--- src/rtl/fp_wb_arb_pkg.sv ---
// Shared types for the FP regfile write-back arbiter.
//   fp_wb_src_e    : which producer owns the write port this cycle
//   fp_wb_entry_s  : {rd, data} write record at the default FP widths
//   fp_wb_clears() : whether a grant from a source also clears the scoreboard
package fp_wb_arb_pkg;

  localparam int unsigned fp_wb_data_width_gp     = 32;
  localparam int unsigned fp_wb_reg_addr_width_gp = 5;

  typedef enum logic [1:0] {
    e_wb_float,
    e_wb_fdiv,
    e_wb_rload,
    e_wb_none
  } fp_wb_src_e;

  typedef struct packed {
    logic [fp_wb_reg_addr_width_gp-1:0] rd;
    logic [fp_wb_data_width_gp-1:0]     data;
  } fp_wb_entry_s;

  // Float results are covered by pipeline forwarding; only long-latency
  // producers own a scoreboard bit that must be released on write-back.
  function automatic logic fp_wb_clears(input fp_wb_src_e src);
    return (src == e_wb_fdiv) || (src == e_wb_rload);
  endfunction

endpackage

--- src/rtl/fp_wb_rload_fifo.sv ---
// Circular buffer for remote float-load responses.
// Ports:
//   clk_i, reset_n_i : clock, async active-low reset (pointers only)
//   v_i, data_i      : push request and entry
//   ready_o          : not full
//   v_o, data_o      : head valid and head entry
//   yumi_i           : head consumed this cycle
module fp_wb_rload_fifo #(
  parameter int unsigned width_p = 37,
  parameter int unsigned els_p   = 2
) (
  input  logic               clk_i,
  input  logic               reset_n_i,
  input  logic               v_i,
  input  logic [width_p-1:0] data_i,
  output logic               ready_o,
  output logic               v_o,
  output logic [width_p-1:0] data_o,
  input  logic               yumi_i
);

  localparam int unsigned lg_els_lp = $clog2(els_p);

  // Extra MSB on each pointer separates full from empty when indices match.
  logic [lg_els_lp:0] wptr_r, rptr_r;
  logic [width_p-1:0] mem_r [els_p];
  logic full, empty, push, pop;

  assign empty = (wptr_r == rptr_r);
  assign full  = (wptr_r[lg_els_lp] != rptr_r[lg_els_lp])
              && (wptr_r[lg_els_lp-1:0] == rptr_r[lg_els_lp-1:0]);

  assign ready_o = ~full;
  assign v_o     = ~empty;
  assign data_o  = mem_r[rptr_r[lg_els_lp-1:0]];

  // A push into a full buffer is accepted when the head leaves the same
  // cycle; otherwise it is dropped.
  assign pop  = yumi_i & ~empty;
  assign push = v_i & (~full | pop);

  always_ff @(posedge clk_i or negedge reset_n_i) begin
    if (!reset_n_i) begin
      wptr_r <= '0;
      rptr_r <= '0;
    end else begin
      if (push) wptr_r <= wptr_r + 1'b1;
      if (pop)  rptr_r <= rptr_r + 1'b1;
    end
  end

  always_ff @(posedge clk_i) begin
    if (push) mem_r[wptr_r[lg_els_lp-1:0]] <= data_i;
  end

  rload_overflow: assert property (@(posedge clk_i) disable iff (!reset_n_i)
    !(v_i && full && !pop))
    else $error("remote load response dropped: buffer full");

endmodule

--- src/rtl/fp_wb_arb.sv ---
// FP regfile write-back arbiter: merges float pipe, fdiv/fsqrt and remote
// float-load responses onto the single registered regfile write port.
// Ports:
//   clk_i, reset_n_i                      : clock, async active-low reset
//   float_v_i/data_i/rd_i, float_yumi_o   : float pipe result stream
//   fdiv_v_i/data_i/rd_i, fdiv_yumi_o     : fdiv/fsqrt result stream
//   rload_v_i/data_i/rd_i, rload_ready_o  : remote load responses (buffered)
//   w_v_o, w_addr_o, w_data_o             : registered regfile write
//   clear_v_o, clear_addr_o               : registered scoreboard clear
module fp_wb_arb
  import fp_wb_arb_pkg::*;
#(
  parameter int unsigned data_width_p       = 32,
  parameter int unsigned reg_addr_width_p   = 5,
  parameter int unsigned rload_els_p        = 2,
  parameter int unsigned starve_limit_p     = 4,
  parameter int unsigned starve_cnt_width_p = 3
) (
  input  logic                        clk_i,
  input  logic                        reset_n_i,
  input  logic                        float_v_i,
  input  logic [data_width_p-1:0]     float_data_i,
  input  logic [reg_addr_width_p-1:0] float_rd_i,
  output logic                        float_yumi_o,
  input  logic                        fdiv_v_i,
  input  logic [data_width_p-1:0]     fdiv_data_i,
  input  logic [reg_addr_width_p-1:0] fdiv_rd_i,
  output logic                        fdiv_yumi_o,
  input  logic                        rload_v_i,
  input  logic [data_width_p-1:0]     rload_data_i,
  input  logic [reg_addr_width_p-1:0] rload_rd_i,
  output logic                        rload_ready_o,
  output logic                        w_v_o,
  output logic [reg_addr_width_p-1:0] w_addr_o,
  output logic [data_width_p-1:0]     w_data_o,
  output logic                        clear_v_o,
  output logic [reg_addr_width_p-1:0] clear_addr_o
);

  typedef struct packed {
    logic [reg_addr_width_p-1:0] rd;
    logic [data_width_p-1:0]     data;
  } entry_t;

  localparam logic [starve_cnt_width_p-1:0] starve_limit_lp =
    starve_cnt_width_p'(starve_limit_p);

  entry_t     fifo_entry_li, fifo_entry_lo, grant_entry;
  logic       fifo_v_lo, fifo_ready_lo, fifo_yumi_li;
  fp_wb_src_e grant_src;

  logic [starve_cnt_width_p-1:0] float_cnt_r, fdiv_cnt_r;
  logic float_promoted, fdiv_promoted;

  assign fifo_entry_li = '{rd: rload_rd_i, data: rload_data_i};

  fp_wb_rload_fifo #(
    .width_p ($bits(entry_t)),
    .els_p   (rload_els_p)
  ) rload_fifo (
    .clk_i     (clk_i),
    .reset_n_i (reset_n_i),
    .v_i       (rload_v_i),
    .data_i    (fifo_entry_li),
    .ready_o   (fifo_ready_lo),
    .v_o       (fifo_v_lo),
    .data_o    (fifo_entry_lo),
    .yumi_i    (fifo_yumi_li)
  );

  assign rload_ready_o  = fifo_ready_lo;
  assign float_promoted = (float_cnt_r == starve_limit_lp);
  assign fdiv_promoted  = (fdiv_cnt_r  == starve_limit_lp);

  always_comb begin
    grant_src = e_wb_none;
    if (!fifo_ready_lo && fifo_v_lo)     grant_src = e_wb_rload;
    else if (float_promoted && float_v_i) grant_src = e_wb_float;
    else if (fdiv_promoted && fdiv_v_i)   grant_src = e_wb_fdiv;
    else if (fifo_v_lo)                   grant_src = e_wb_rload;
    else if (float_v_i)                   grant_src = e_wb_float;
    else if (fdiv_v_i)                    grant_src = e_wb_fdiv;
  end

  always_comb begin
    grant_entry = '0;
    unique case (grant_src)
      e_wb_float: grant_entry = '{rd: float_rd_i, data: float_data_i};
      e_wb_fdiv:  grant_entry = '{rd: fdiv_rd_i,  data: fdiv_data_i};
      e_wb_rload: grant_entry = fifo_entry_lo;
      default:    grant_entry = '0;
    endcase
  end

  assign float_yumi_o = (grant_src == e_wb_float);
  assign fdiv_yumi_o  = (grant_src == e_wb_fdiv);
  assign fifo_yumi_li = (grant_src == e_wb_rload);

  // Counts consecutive denied cycles; saturates at the promotion threshold.
  always_ff @(posedge clk_i or negedge reset_n_i) begin
    if (!reset_n_i) begin
      float_cnt_r <= '0;
      fdiv_cnt_r  <= '0;
    end else begin
      if (float_v_i && !float_yumi_o)
        float_cnt_r <= float_promoted ? float_cnt_r : float_cnt_r + 1'b1;
      else
        float_cnt_r <= '0;
      if (fdiv_v_i && !fdiv_yumi_o)
        fdiv_cnt_r <= fdiv_promoted ? fdiv_cnt_r : fdiv_cnt_r + 1'b1;
      else
        fdiv_cnt_r <= '0;
    end
  end

  always_ff @(posedge clk_i or negedge reset_n_i) begin
    if (!reset_n_i) begin
      w_v_o        <= 1'b0;
      w_addr_o     <= '0;
      w_data_o     <= '0;
      clear_v_o    <= 1'b0;
      clear_addr_o <= '0;
    end else begin
      w_v_o     <= (grant_src != e_wb_none);
      clear_v_o <= fp_wb_clears(grant_src);
      if (grant_src != e_wb_none) begin
        w_addr_o <= grant_entry.rd;
        w_data_o <= grant_entry.data;
      end
      if (fp_wb_clears(grant_src)) clear_addr_o <= grant_entry.rd;
    end
  end

endmodule

--- config.mk ---
export PLATFORM = sky130hd
export DESIGN_NAME = fp_wb_arb
export DESIGN_NICKNAME = d
export VERILOG_FILES = /design/src/rtl/fp_wb_arb_pkg.sv /design/src/rtl/fp_wb_rload_fifo.sv /design/src/rtl/fp_wb_arb.sv
export SDC_FILE = /design/constraint.sdc
export NUM_CORES = 1
export LEC_CHECK = 0
export CAP_MARGIN = 20
export CORE_AREA = 2 2 146 148
export CTS_BUF_LIST = sky130_fd_sc_hd__clkbuf_16
export CTS_CLUSTER_SIZE = 16
export DETAILED_ROUTE_END_ITERATION = 10
export DIE_AREA = 0 0 148 150
export PLACE_DENSITY = 0.6
export REMOVE_ABC_BUFFERS = 1
export SYNTH_ARGS = -nofsm -noshare
export SYNTH_HDL_FRONTEND = slang
export SYNTH_SLANG_ARGS = --single-unit
--- constraint.sdc ---
create_clock -name clk_i -period 3.6 [get_ports clk_i]
set_clock_uncertainty 0.1 [all_clocks]
set_input_delay 0.54 -clock clk_i [delete_from_list [all_inputs] [get_ports clk_i]]
set_output_delay 0.54 -clock clk_i [all_outputs]
set_load 0.02 [all_outputs]
After elaboration in Yosys (flattened, before gate mapping)
Memories as Yosys holds them, arrays and structs flattened.
Cells that the tools add are included.

word-level totals
  flip-flop bits (word level) = 54
  bits in latches = 0
  bits in writable memories = 74
  ROM bits = 0
  output and inout bits = 47
  logic and storage cells = 52
  memories kept = 1

operators by class
  $add $sub $neg = 4
  $mul = 0
  div/mod/pow operators = 0
  magnitude comparators = 0
  equality and inequality tests = 10
  shifts and indexed selects = 0
  muxes and demuxes = 13
  bitwise gates (word level) = 5
  reduce and logical (&&, ||, !) cells = 10

memories
  name              words  bits a word  read ports  clocked after Yosys merged registers in  write ports  RTL line                source
  rload_fifo.mem_r  2      37           1           0                                        1            fp_wb_rload_fifo.sv:26  logic [width_p-1:0] mem_r [els_p];

operator list
  operator             number
  $pmux 37 s3          1
  $mux 2               6
  $mux 3               4
  $add 3x1->3 const B  2
  $eq 3x3->1 const B   2
  $logic_and 1x1->1    6
  $ne 2x2->1 const B   3
  $add 2x1->2 const B  2
  $and 1x1->1          2
  $eq 2x1->1 const B   1
  $eq 2x2->1           1
  $eq 2x2->1 const B   1
  $logic_not 1->1      2
  $logic_not 2->1      1
  $mux 1               2
  $not 1->1            2
  $eq 1x1->1           1
  $logic_or 1x1->1     1
  $ne 1x1->1           1
  $or 1x1->1           1

Depth between registers and ports, before layout
Gate-level depths: netlist (run 1).

  word-level depth = 12
  mapped depth = 11

Modules after synthesis
Synthesis (run 1) repeated with hierarchy kept, for this count alone.

unflattened totals
  cells, all modules = 382
  area total of the unflattened synthesis = 5492.8 um^2

modules (own cells, without submodules)
  module            times used  cells an instance  area each (um^2)  sequential area each (um^2)
  fp_wb_rload_fifo  1           144                2932.8            2322.2
  fp_wb_arb         1           238                2560.0            1251.2

Least setup slack after synthesis (run 1)
OpenSTA, ideal clock, no wires.

  path kind = reg2reg
  from = register rload_fifo.rptr_r[0]
  to = memory rload_fifo.mem_r[0][0] (enable)
  arrival = 3430 ps
  data required time = 3069 ps
  slack = -362 ps
  stages on the path, launching flop included = 10
  clock period less this slack = 3962 ps
  path through = dfrtp_1 buf_6 xor2_1 or2_2 clkbuf_1 o21ai_0 ha_1 clkbuf_1 o31ai_1 nor2_1

on the way
  elaborated cells between the ends (all ways) = 16
  those cells by class = eq/ne: 3; mux: 6; bitwise: 5; reduce/logical: 2

RTL lines
  what                          RTL line                source
  start, declared               fp_wb_rload_fifo.sv:25  logic [lg_els_lp:0] wptr_r, rptr_r;
  start signal, assigned        fp_wb_rload_fifo.sv:48  if (pop) rptr_r <= rptr_r + 1'b1;
  $eq 1x1->1                    fp_wb_rload_fifo.sv:31  && (wptr_r[lg_els_lp-1:0] == rptr_r[lg_els_lp-1:0]);
  $logic_and 1x1->1             fp_wb_rload_fifo.sv:31
  $not 1->1                     -
  net rload_ready_o             fp_wb_arb.sv:32         output logic rload_ready_o,
  $or 1x1->1                    fp_wb_rload_fifo.sv:40  assign push = v_i & (~full | pop);
  $and 1x1->1                   fp_wb_rload_fifo.sv:40
  $mux 1                        fp_wb_rload_fifo.sv:53  if (push) mem_r[wptr_r[lg_els_lp-1:0]] <= data_i;
  $mux 1 (implied by the code)  fp_wb_rload_fifo.sv:53
  end, declared                 fp_wb_rload_fifo.sv:26

The timed path passes the listed nets, and every way through them passes these cells.

Worst setup path in the final report (run 1)
  from = register rload_fifo.wptr_r[0]
  to = output float_yumi_o

on the way
  longest elaborated chain between the ends = 6
  elaborated cells between the ends (all ways) = 10
  those cells by class = eq/ne: 2; mux: 4; bitwise: 1; reduce/logical: 3

ends and longest elaborated chain
  what                    RTL line                source
  start, declared         fp_wb_rload_fifo.sv:25
  start signal, assigned  fp_wb_rload_fifo.sv:47  if (push) wptr_r <= wptr_r + 1'b1;
  $eq 2x2->1              fp_wb_rload_fifo.sv:29  assign empty = (wptr_r == rptr_r);
  $mux 2                  fp_wb_arb.sv:80         else if (fifo_v_lo) grant_src = e_wb_rload;
  $mux 2                  fp_wb_arb.sv:79         else if (fdiv_promoted && fdiv_v_i) grant_src = e_wb_fdiv;
  $mux 2                  fp_wb_arb.sv:78         else if (float_promoted && float_v_i) grant_src = e_wb_float;
  $mux 2 (*)              fp_wb_arb.sv:77         if (!fifo_ready_lo && fifo_v_lo) grant_src = e_wb_rload;
  $logic_not 2->1 (*)     fp_wb_arb.sv:95         assign float_yumi_o = (grant_src == e_wb_float);
  end, declared           fp_wb_arb.sv:24         output logic float_yumi_o,

Mark *: on every way between the ends. The rest lies on a longest branch, timed or not.

==> summary.md, run 1 <==
| Metric | Value |
|---|---|
| Status | `completed` |
| Hold Crit Class | `in2async` |
| All-layer global routing usage | `13.1%` |
| Root Buffer | `clkbuf_16` |
| Kind of critical path | `reg2out` |
| Worst-path clk slew | `0.05 ns` |
| Drt pass-1 iters | `7` |
| DR vias | `3,808` |
| Synth top area cells | `edfxtp_1, dfrtp_1, mux2_2, a222oi_1, a21oi_1` |
| # port buffers | `162` |
| Crit path cell chain | `xor2_1 -> a21oi_1 -> o21ai_0 -> ha_2 -> clkdlybuf4s50_1` |
| Starting Density | `25.5%` |
| Netlist cell types | `31` |
| Die ar. | `22,200 µm²` |
| Row count | `53` |
| Clock share of power | `19.6%` |
| GP Congestion | `0.711` |
| Top FF cell, synth | `edfxtp_1` |
| RSZ-0062 raised after global routing | `no` |
| PostCTS Resize Cnt | `0` |
| Maximum vdd ir drop | `0.515 mV` |
| # DRC | `0` |
| Share of flip-flops with an asynchronous set or reset | `42.2%` |
| Total power | `7.86 mW` |
| Clock Latency Late Sink | `0.41 ns` |
| Fraction of power consumed by combinational cells | `49.3%` |
| P_int | `4.83 mW` |
| Max stage delay on crit path | `0.72 ns` |
| Synth Register Bits | `128` |
| Critical path arrival | `2.77 ns` |
| Dpl cells | `792` |
| Crit. End Element | `primary output` |
| Net Sw Frac | `38.5%` |
| Worst reg2reg path depth | `7` |
| Layout cells sized above 1 | `14.7%` |
| Max_cap viols | `0` |
| Commonest cells post-synth | `edfxtp_1, dfrtp_1, nor2_1` |
| Largest net degree at the start of global routing | `48` |
| Post-Layout Cell Count | `825` |
| Finished Core Util | `37.4%` |
| Psw | `3.02 mW` |
| Core Box Area | `20,700 µm²` |
| Seq/Total Area, Yosys | `67.7%` |
| CP required | `2.96 ns` |
| CTS Buffer Depth | `2` |
| Initial antenna violation count | `0` |
| Hpwl dp | `9.49 mm` |
| Area fraction of the dominant cell type after synthesis | `42.1%` |
| WL per Instance | `17.3 µm` |
| Global route overflow | `0` |
| I/O Pins | `163` |
| Crit path max fanout | `7` |
| Post-Syn Instances | `375` |
| WL final | `14.3 mm` |
| Leak | `2.83 nW` |
| Post-synth EDFFs | `74` |
| CP max stage cell | `clkdlybuf4s50_1` |
| Final setup fails | `0` |
| Largest area contributor in the netlist | `edfxtp_1` |
| Antenna Nets Post-Route | `0` |
| Nets | `661` |
| Syn avg cell area | `14.1 µm²` |
| Reg2Reg Setup Slack | `0.60 ns` |
| CTS Hold Bufs | `0` |
| CTS tree | `done` |
| Vias in the first global route | `4,090` |
| Total clock sinks | `128` |
| 1st-iter DRT viols | `279` |
| Fin. Hold Viols | `0` |
| Die span in x | `148 µm` |
| Power density cells | `1010 nW/µm²` |
| Ys Warns | `0` |
| Most frequent cell after synthesis | `edfxtp_1` |
| Reg2reg end | `rload_fifo.mem_r[0][27]` |
| CP Launch Type | `flop` |
| Worst slew margin | `40.3%` |
| CTS Buf Count | `17` |
| Final worst-path cycle share | `94.6%` |
| # Post-CTS Setup Buffers | `0` |
| Vias per cell | `4.62` |
| Antenna Cells | `0` |
| Part of the power in registers | `31.1%` |
| Crit path time final | `3.41 ns` |
| Die span in y | `150 µm` |
| Area Overhead vs Synth | `46.8%` |
| FMAX | `0.294 GHz` |
| Post-synthesis cell area | `5280 µm²` |
| RR Startpoint | `rload_fifo.wptr_r[0]` |
| First-pass GRT wire length | `22.0 mm` |
| Pins Over Slew Limit | `0` |
| Min Hold Slack | `0.165 ns` |
| Tightest Pin Transition | `0.896 ns` |
| CTS HTree Levels | `4` |
-- per-layer routing --
layer  global-route usage [%]  up-vias  wire length [µm]
li1                         -     1774                 -
met1                     15.7     1893              5990
met2                     22.3      134              7280
met3                     4.27        7               857
met4                     4.52        0               131
met5                        0        -                 0
-- registers in the layout (all words and copies together), names as in the netlist --
name               count
clear_addr_o           5
clear_v_o              1
fdiv_cnt_r             3
float_cnt_r            3
rload_fifo.mem_r      74
rload_fifo.rptr_r      2
rload_fifo.wptr_r      2
w_addr_o               5
w_data_o              32
w_v_o                  1
-- per-stage QoR --
| step | TNS, ns | worst slack [ns] | instance area [µm²] |
|---|---|---|---|
| 2_1_floorplan | -96.87 | -1.65 | 5130 |
| 3_3_place_gp | 0 | 0.303 | 7180 |
| 3_5_place_dp | 0 | 0.153 | 7180 |
| 4_1_cts | 0 | 0.159 | 7710 |
| 5_1_grt | 0 | 0.0456 | 7740 |
| 6_report | 0 | 0.194 | 7740 |
-- layout by cell type (no fill, tap or decap), types with 3 or more instances in the layout --
cell type and n:
o22ai_1 5, inv_1 11, nor2_1 44, nand3_1 3
buf_4 7, dfrtp_1 53, ha_1 5, mux2_2 35
nand2_1 7, xnor2_1 5, a222oi_1 37, clkinv_2 3
clkdlybuf4s50_1 161, ha_2 3, a21oi_1 43, edfxtp_1 74
clkbuf_16 17, clkinv_1 4, clkinvlp_4 4
-- worst max-delay path by stage --
stage / from / endpoint / cells after the start
floorplan: rload_fifo.rptr_r[0] / rload_fifo.mem_r[0][0] / 6
global placement: fdiv_v_i / rload_fifo.mem_r[0][6] / 7
detailed placement: fdiv_v_i / rload_fifo.mem_r[0][14] / 7
CTS: rload_fifo.wptr_r[0] / float_yumi_o / 5
global route: rload_fifo.wptr_r[0] / float_yumi_o / 5
finish: rload_fifo.wptr_r[0] / float_yumi_o / 5
-- cell type report --
type / instances / area (µm²)
well taps: 275 / 344
repair buffers: 171 / 1720
flip-flops and latches: 128 / 3570
multi-input cells: 208 / 1530
fillers: 1984 / 12900
clock inverters: 15 / 106
clock buffers: 17 / 425
inverters: 11 / 41.3
-- worst max-delay path, delay by kind of cell, from the launching register on --
family                     cells  cell delay (ns)
AOI/OAI and AO/OA              2             0.49
xor gates and xnor gates       1             0.39
adders and majority gates      1             0.26
buffers and inverters          1             0.72
DFF                            1             0.50
-- cell families after synthesis --
| family | after synthesis | synth area share, % |
|---|---|---|
| compound gates | 95 | 13.1 |
| xor+xnor | 6 | 0.996 |
| fa+ha+maj | 8 | 1.90 |
| buf+inv | 39 | 3.46 |
| flops | 128 | 67.7 |
| mux | 37 | 8.04 |
| simple gates | 62 | 4.79 |
-- power by group through the flow --
stage                     clock (mW)  sequential (mW)  combinational (mW)
final                           1.54             2.44                3.87
after CTS                       1.59             2.45                3.91
after global routing            1.65             2.51                4.26
after global placement             0             2.44                3.77
after detailed placement           0             2.48                3.89
after floorplan                    0             2.79                2.01
Note: power is estimated with default switching activity, not from simulation.
==> run 2, diff against run 1 <==
--- a/config.mk
+++ b/config.mk
@@ -10,2 +10,3 @@
 export CTS_BUF_LIST = sky130_fd_sc_hd__clkbuf_16
+export CTS_CLUSTER_DIAMETER = 60
 export CTS_CLUSTER_SIZE = 16
--- a/constraint.sdc
+++ b/constraint.sdc
@@ -4,2 +4,2 @@
 set_output_delay 0.54 -clock clk_i [all_outputs]
-set_load 0.02 [all_outputs]
+set_load 0.005 [all_outputs]
==> run 2 against run 1 <==
Cell count did not move. Clock-buffer cell count stayed put. Fmax up 2.1%. Wire length is 0.16% lower. Register-to-register slack got worse by 0.05 ns. Clock power grew 12%. Sequential share of layout area down 0.36 points. Final area is 0.79% higher. Die area stayed put. Core utilization increased by 0.30 points. Sequential power barely moved.
==> summary.md, run 2 (synthesized netlist as in run 1, its figures left out) <==
| Metric | Value |
|---|---|
| Vias per cell | `4.61 (was 4.62)` |
| Antenna Nets Post-Route | `0 (unchanged)` |
| CP required | `2.96 ns (about the same)` |
| Tightest Pin Transition | `0.785 ns (was 0.896 ns)` |
| Crit path max fanout | `7 (unchanged)` |
| Initial antenna violation count | `0 (unchanged)` |
| FMAX | `0.300 GHz (was 0.294 GHz)` |
| Vias in the first global route | `4,092 (was 4,090)` |
| PostCTS Resize Cnt | `0 (unchanged)` |
| Max_cap viols | `0 (unchanged)` |
| # DRC | `0 (unchanged)` |
| Die span in y | `150 µm (unchanged)` |
| Hold Crit Class | `in2async (unchanged)` |
| GP Congestion | `0.686 (was 0.711)` |
| First-pass GRT wire length | `21.7 mm (was 22.0 mm)` |
| Hpwl dp | `9.48 mm (was 9.49 mm)` |
| Crit path time final | `3.34 ns (was 3.41 ns)` |
| Die span in x | `148 µm (unchanged)` |
| Status | `completed (unchanged)` |
| Maximum vdd ir drop | `0.340 mV (was 0.515 mV)` |
| CTS Buf Count | `17 (unchanged)` |
| Final worst-path cycle share | `92.7% (was 94.6%)` |
| Final setup fails | `0 (unchanged)` |
| 1st-iter DRT viols | `289 (was 279)` |
| DR vias | `3,807 (was 3,808)` |
| Finished Core Util | `37.7% (was 37.4%)` |
| Drt pass-1 iters | `6 (was 7)` |
| Min Hold Slack | `0.117 ns (was 0.165 ns)` |
| Starting Density | `25.5% (unchanged)` |
| Number of flip-flops in the largest register | `74 (unchanged)` |
| CP Launch Type | `flop (unchanged)` |
| Crit. End Element | `primary output (unchanged)` |
| WL per Instance | `17.3 µm (about the same)` |
| Root Buffer | `clkbuf_16 (unchanged)` |
| Power density cells | `990 nW/µm² (was 1010 nW/µm²)` |
| CTS Buffer Depth | `2 (unchanged)` |
| Clock Latency Late Sink | `0.40 ns (was 0.41 ns)` |
| Row count | `53 (unchanged)` |
| Core Box Area | `20,700 µm² (unchanged)` |
| Layout cells sized above 1 | `15.3% (was 14.7%)` |
| # port buffers | `162 (unchanged)` |
| CTS HTree Levels | `4 (unchanged)` |
| # Post-CTS Setup Buffers | `0 (unchanged)` |
| Die ar. | `22,200 µm² (unchanged)` |
| Fin. Hold Viols | `0 (unchanged)` |
| All-layer global routing usage | `12.9% (was 13.1%)` |
| Worst slew margin | `47.6% (was 40.3%)` |
| I/O Pins | `163 (unchanged)` |
| RSZ-0062 raised after global routing | `no (unchanged)` |
| Global route overflow | `0 (unchanged)` |
| Antenna Cells | `0 (unchanged)` |
| Nets | `661 (unchanged)` |
| WL final | `14.2 mm (was 14.3 mm)` |
| Most frequent cells in the layout | `clkdlybuf4s50_1, edfxtp_1, dfrtp_1, nor2_1, a21oi_1 (unchanged)` |
| Largest net degree at the start of global routing | `48 (unchanged)` |
| CTS Hold Bufs | `0 (unchanged)` |
| CTS tree | `done (unchanged)` |
| Worst-path clk slew | `0.06 ns (was 0.05 ns)` |
| Total clock sinks | `128 (unchanged)` |
| Critical path arrival | `2.70 ns (was 2.77 ns)` |
| Area Overhead vs Synth | `47.9% (was 46.8%)` |
| Commonest non-fill, non-tap cell in the layout | `clkdlybuf4s50_1 (unchanged)` |
| Kind of critical path | `reg2out (unchanged)` |
| Leak | `2.87 nW (was 2.83 nW)` |
| Pins Over Slew Limit | `0 (unchanged)` |
run 2: power breakdown:
group	internal [mW]	total, mW	switching [mW]
clock	1.08	1.73	0.641
sequential	2.21	2.44	0.229
combinational	1.69	3.56	1.87
total	4.99	7.72	2.74
run 2: final timing paths:
path / end / slack [ns] / start / depth (start not counted)
setup / recovery: float_yumi_o / 0.26 / rload_fifo.wptr_r[0] / 5
hold / removal: w_v_o / 0.12 / reset_n_i / 1
setup reg to reg: rload_fifo.mem_r[0][25] / 0.55 / rload_fifo.wptr_r[0] / 7
hold reg to reg: rload_fifo.wptr_r[1] / 0.42 / rload_fifo.wptr_r[1] / 1
max in group asynchronous: w_addr_o[3] / 2.41 / reset_n_i / 2
min in group clk_i: rload_fifo.wptr_r[1] / 0.42 / rload_fifo.wptr_r[1] / 1
run 2: layout make-up:
class,count,area [µm²]
tap,275,344
clock inverter,15,168
clock buffer,17,425
timing repair buffer,171,1720
multi-input combinational,208,1530
inverter,11,41.3
sequential,128,3570
fill,1983,12900
run 2: layer usage:
| metal | track usage [%] | vias up | wire [µm] |
|---|---|---|---|
| li1 | - | 1774 | - |
| met1 | 15.3 | 1884 | 5910 |
| met5 | 0 | - | 0 |
| met4 | 3.57 | 0 | 112 |
| met2 | 22.8 | 142 | 7300 |
| met3 | 4.02 | 7 | 911 |
run 2: worst max-delay path, stage by stage (launching register included):
cell and delay, ns:
dfrtp_1 0.52, xor2_1 0.39, a21oi_1 0.14, o21ai_0 0.35, ha_2 0.26, clkdlybuf4s50_1 0.63
run 2: metrics by stage:
stage               area [µm²]  instances  total power [mW]  TNS [ns]  setup WS [ns]
global route              7800        825              8.24         0          0.125
detailed placement        7180        792              6.04         0          0.145
CTS                       7780        824              7.80         0          0.253
floorplan                 5130        347              4.49    -90.20          -1.60
finish                    7800        825              7.72         0          0.263
global placement          7180        792              5.89         0          0.298
==> run 3, diff against run 2 <==
CORE_AREA = 2 2 149 151   (was 2 2 146 148)
DIE_AREA = 0 0 151 153   (was 0 0 148 150)
PLACE_DENSITY = 0.58   (was 0.6)
==> run 3 against run 2 <==
Die area increased by 4.1%. First-iteration DRC count increased by 2.4%. Fmax increased by 2.5%. Critical path depth unchanged. Clock-buffer cell count increased by 1. Wire length decreased by 1.0%. Sequential power about the same. Largest cell class unchanged.
==> summary.md, run 3 (synthesized netlist as in run 1, its figures left out) <==
| Metric | Value |
|---|---|
| Critical path arrival | `2.61 ns (was 2.70 ns)` |
| RSZ-0062 raised after global routing | `no (unchanged)` |
| Clock Latency Late Sink | `0.40 ns (about the same)` |
| Die ar. | `23,100 µm² (was 22,200 µm²)` |
| Global route overflow | `0 (unchanged)` |
| CP Launch Type | `flop (unchanged)` |
| Vias per cell | `4.55 (was 4.61)` |
| Status | `completed (unchanged)` |
| Worst reg2reg path depth | `8 (was 7)` |
| WL final | `14.1 mm (was 14.2 mm)` |
| Register area | `3570 µm² (unchanged)` |
| Vias in the first global route | `4,074 (was 4,092)` |
| Top Layer Used | `met4 (unchanged)` |
| Dpl cells | `798 (was 792)` |
| Post-Layout Cell Count | `831 (was 825)` |
| CTS Buffer Depth | `2 (unchanged)` |
| Met3 WL post-DR | `962 µm (was 911 µm)` |
| CTS Buf Count | `17 (unchanged)` |
| Crit path max fanout | `7 (unchanged)` |
| # port buffers | `162 (unchanged)` |
| Starting Density | `24.6% (was 25.5%)` |
| Hold Crit Class | `in2async (unchanged)` |
| Fin. Hold Viols | `0 (unchanged)` |
| Layout cells sized above 1 | `14.5% (was 15.3%)` |
| Area Overhead vs Synth | `47.3% (was 47.9%)` |
| CTS tree | `done (unchanged)` |
| CTS Hold Bufs | `0 (unchanged)` |
| Antenna Cells | `0 (unchanged)` |
| Pins Over Slew Limit | `0 (unchanged)` |
| FMAX | `0.307 GHz (was 0.300 GHz)` |
| Max_cap viols | `0 (unchanged)` |
| # DRC | `0 (unchanged)` |
| Most frequent cells in the layout | `clkdlybuf4s50_1, edfxtp_1, dfrtp_1, nor2_1, a21oi_1 (unchanged)` |
| Total power | `7.55 mW (was 7.72 mW)` |
| Drt pass-1 iters | `6 (unchanged)` |
| GP Congestion | `0.735 (was 0.686)` |
| WL per Instance | `17.0 µm (was 17.3 µm)` |
| Worst slew margin | `55.8% (was 47.6%)` |
| Nets | `662 (was 661)` |
| # Post-CTS Setup Buffers | `0 (unchanged)` |
| Number of flip-flops in the largest register | `74 (unchanged)` |
| Die span in x | `151 µm (was 148 µm)` |
| Crit path time final | `3.25 ns (was 3.34 ns)` |
| Core Box Area | `21,500 µm² (was 20,700 µm²)` |
| Worst-path clk slew | `0.05 ns (was 0.06 ns)` |
| Min Hold Slack | `0.0650 ns (was 0.117 ns)` |
| M1 WL | `5.69 mm (was 5.91 mm)` |
| First-pass GRT wire length | `21.8 mm (was 21.7 mm)` |
| RR Startpoint | `rload_fifo.wptr_r[0] (unchanged)` |
| Tightest Pin Transition | `0.662 ns (was 0.785 ns)` |
| CTS HTree Levels | `4 (unchanged)` |
| Reg2reg end | `rload_fifo.mem_r[1][2] (was rload_fifo.mem_r[0][25])` |
| Initial antenna violation count | `0 (unchanged)` |
| Met2 wire length | `7.20 mm (was 7.30 mm)` |
| CP required | `2.96 ns (about the same)` |
| Hpwl dp | `9.68 mm (was 9.48 mm)` |
| Multi-input logic area | `1530 µm² (unchanged)` |
| Power density cells | `972 nW/µm² (was 990 nW/µm²)` |
| I/O Pins | `163 (unchanged)` |
| Maximum vdd ir drop | `0.567 mV (was 0.340 mV)` |
| # fillers | `2,048 (was 1,983)` |
| Reg2Reg Setup Slack | `0.35 ns (was 0.55 ns)` |
| Root Buffer | `clkbuf_16 (unchanged)` |
| DR vias | `3,785 (was 3,807)` |
| Row count | `54 (was 53)` |
| Total clock sinks | `128 (unchanged)` |
| All-layer global routing usage | `12.5% (was 12.9%)` |
| Commonest non-fill, non-tap cell in the layout | `clkdlybuf4s50_1 (unchanged)` |
| Final worst-path cycle share | `90.4% (was 92.7%)` |
| Kind of critical path | `reg2out (unchanged)` |
| Crit. End Element | `primary output (unchanged)` |
| Antenna Nets Post-Route | `0 (unchanged)` |
| PostCTS Resize Cnt | `0 (unchanged)` |
| Largest net degree at the start of global routing | `50 (was 48)` |
| 1st-iter DRT viols | `296 (was 289)` |
| Leak | `2.87 nW (about the same)` |
| Die span in y | `153 µm (was 150 µm)` |
| Final setup fails | `0 (unchanged)` |
==> run 3: cell types whose count changed in the layout (fill, tap and decap cells not counted), sizes merged <==
| cell | delta |
|---|---|
| buf | +1 |
| clkinv | -2 |
| bufinv | -1 |
| clkinvlp | -1 |
| clkbuf | +1 |
| inv | +3 |
==> run 3: worst max-delay path, stage by stage (launching register included) <==
cell	delay (ns)
dfrtp_1	0.51
xor2_1	0.40
a21oi_1	0.14
o21ai_0	0.31
ha_2	0.32
clkdlybuf4s50_1	0.53
==> run 3: worst max path at each step <==
stage / start / endpoint / cells past startpoint
final: rload_fifo.wptr_r[0] / float_yumi_o / 5
after global placement: fdiv_v_i / rload_fifo.mem_r[1][7] / 9
after global routing: rload_fifo.wptr_r[0] / rload_fifo.mem_r[1][21] / 8
after detailed placement: fdiv_v_i / rload_fifo.mem_r[0][1] / 7
after CTS: rload_fifo.wptr_r[0] / float_yumi_o / 5
after floorplan: rload_fifo.rptr_r[0] / rload_fifo.mem_r[0][0] / 6
==> run 3: final cells by class <==
type                            instances  area share, %
Clock inverter                         14           1.42
Inverter                               11          0.531
Tap cell                              280           4.51
Sequential cell                       128           46.0
Timing Repair Buffer                  172           22.0
Multi-Input combinational cell        208           19.7
Clock buffer                           18           5.80
==> run 3: metal layers <==
metal / up-vias / global-route usage [%]
li1: 1782 / -
met5: - / 0
met1: 1851 / 14.5
met4: 0 / 4.18
met3: 15 / 4.72
met2: 137 / 21.3
==> run 3: power breakdown <==
part | internal (mW) | switching, mW | total (mW)
clock network | 1.03 | 0.579 | 1.61
registers | 2.21 | 0.228 | 2.44
logic | 1.68 | 1.82 | 3.50
total | 4.92 | 2.63 | 7.55
==> run 3: metrics by stage <==
stage	utilization, %	worst slack, ns	TNS, ns	area [µm²]
floorplan	-	-1.60	-90.20	5130
global placement	33.4	0.334	0	7180
detailed placement	33.4	0.268	0	7180
CTS	36.0	0.291	0	7740
global route	36.2	0.0460	0	7770
finish	36.2	0.345	0	7770
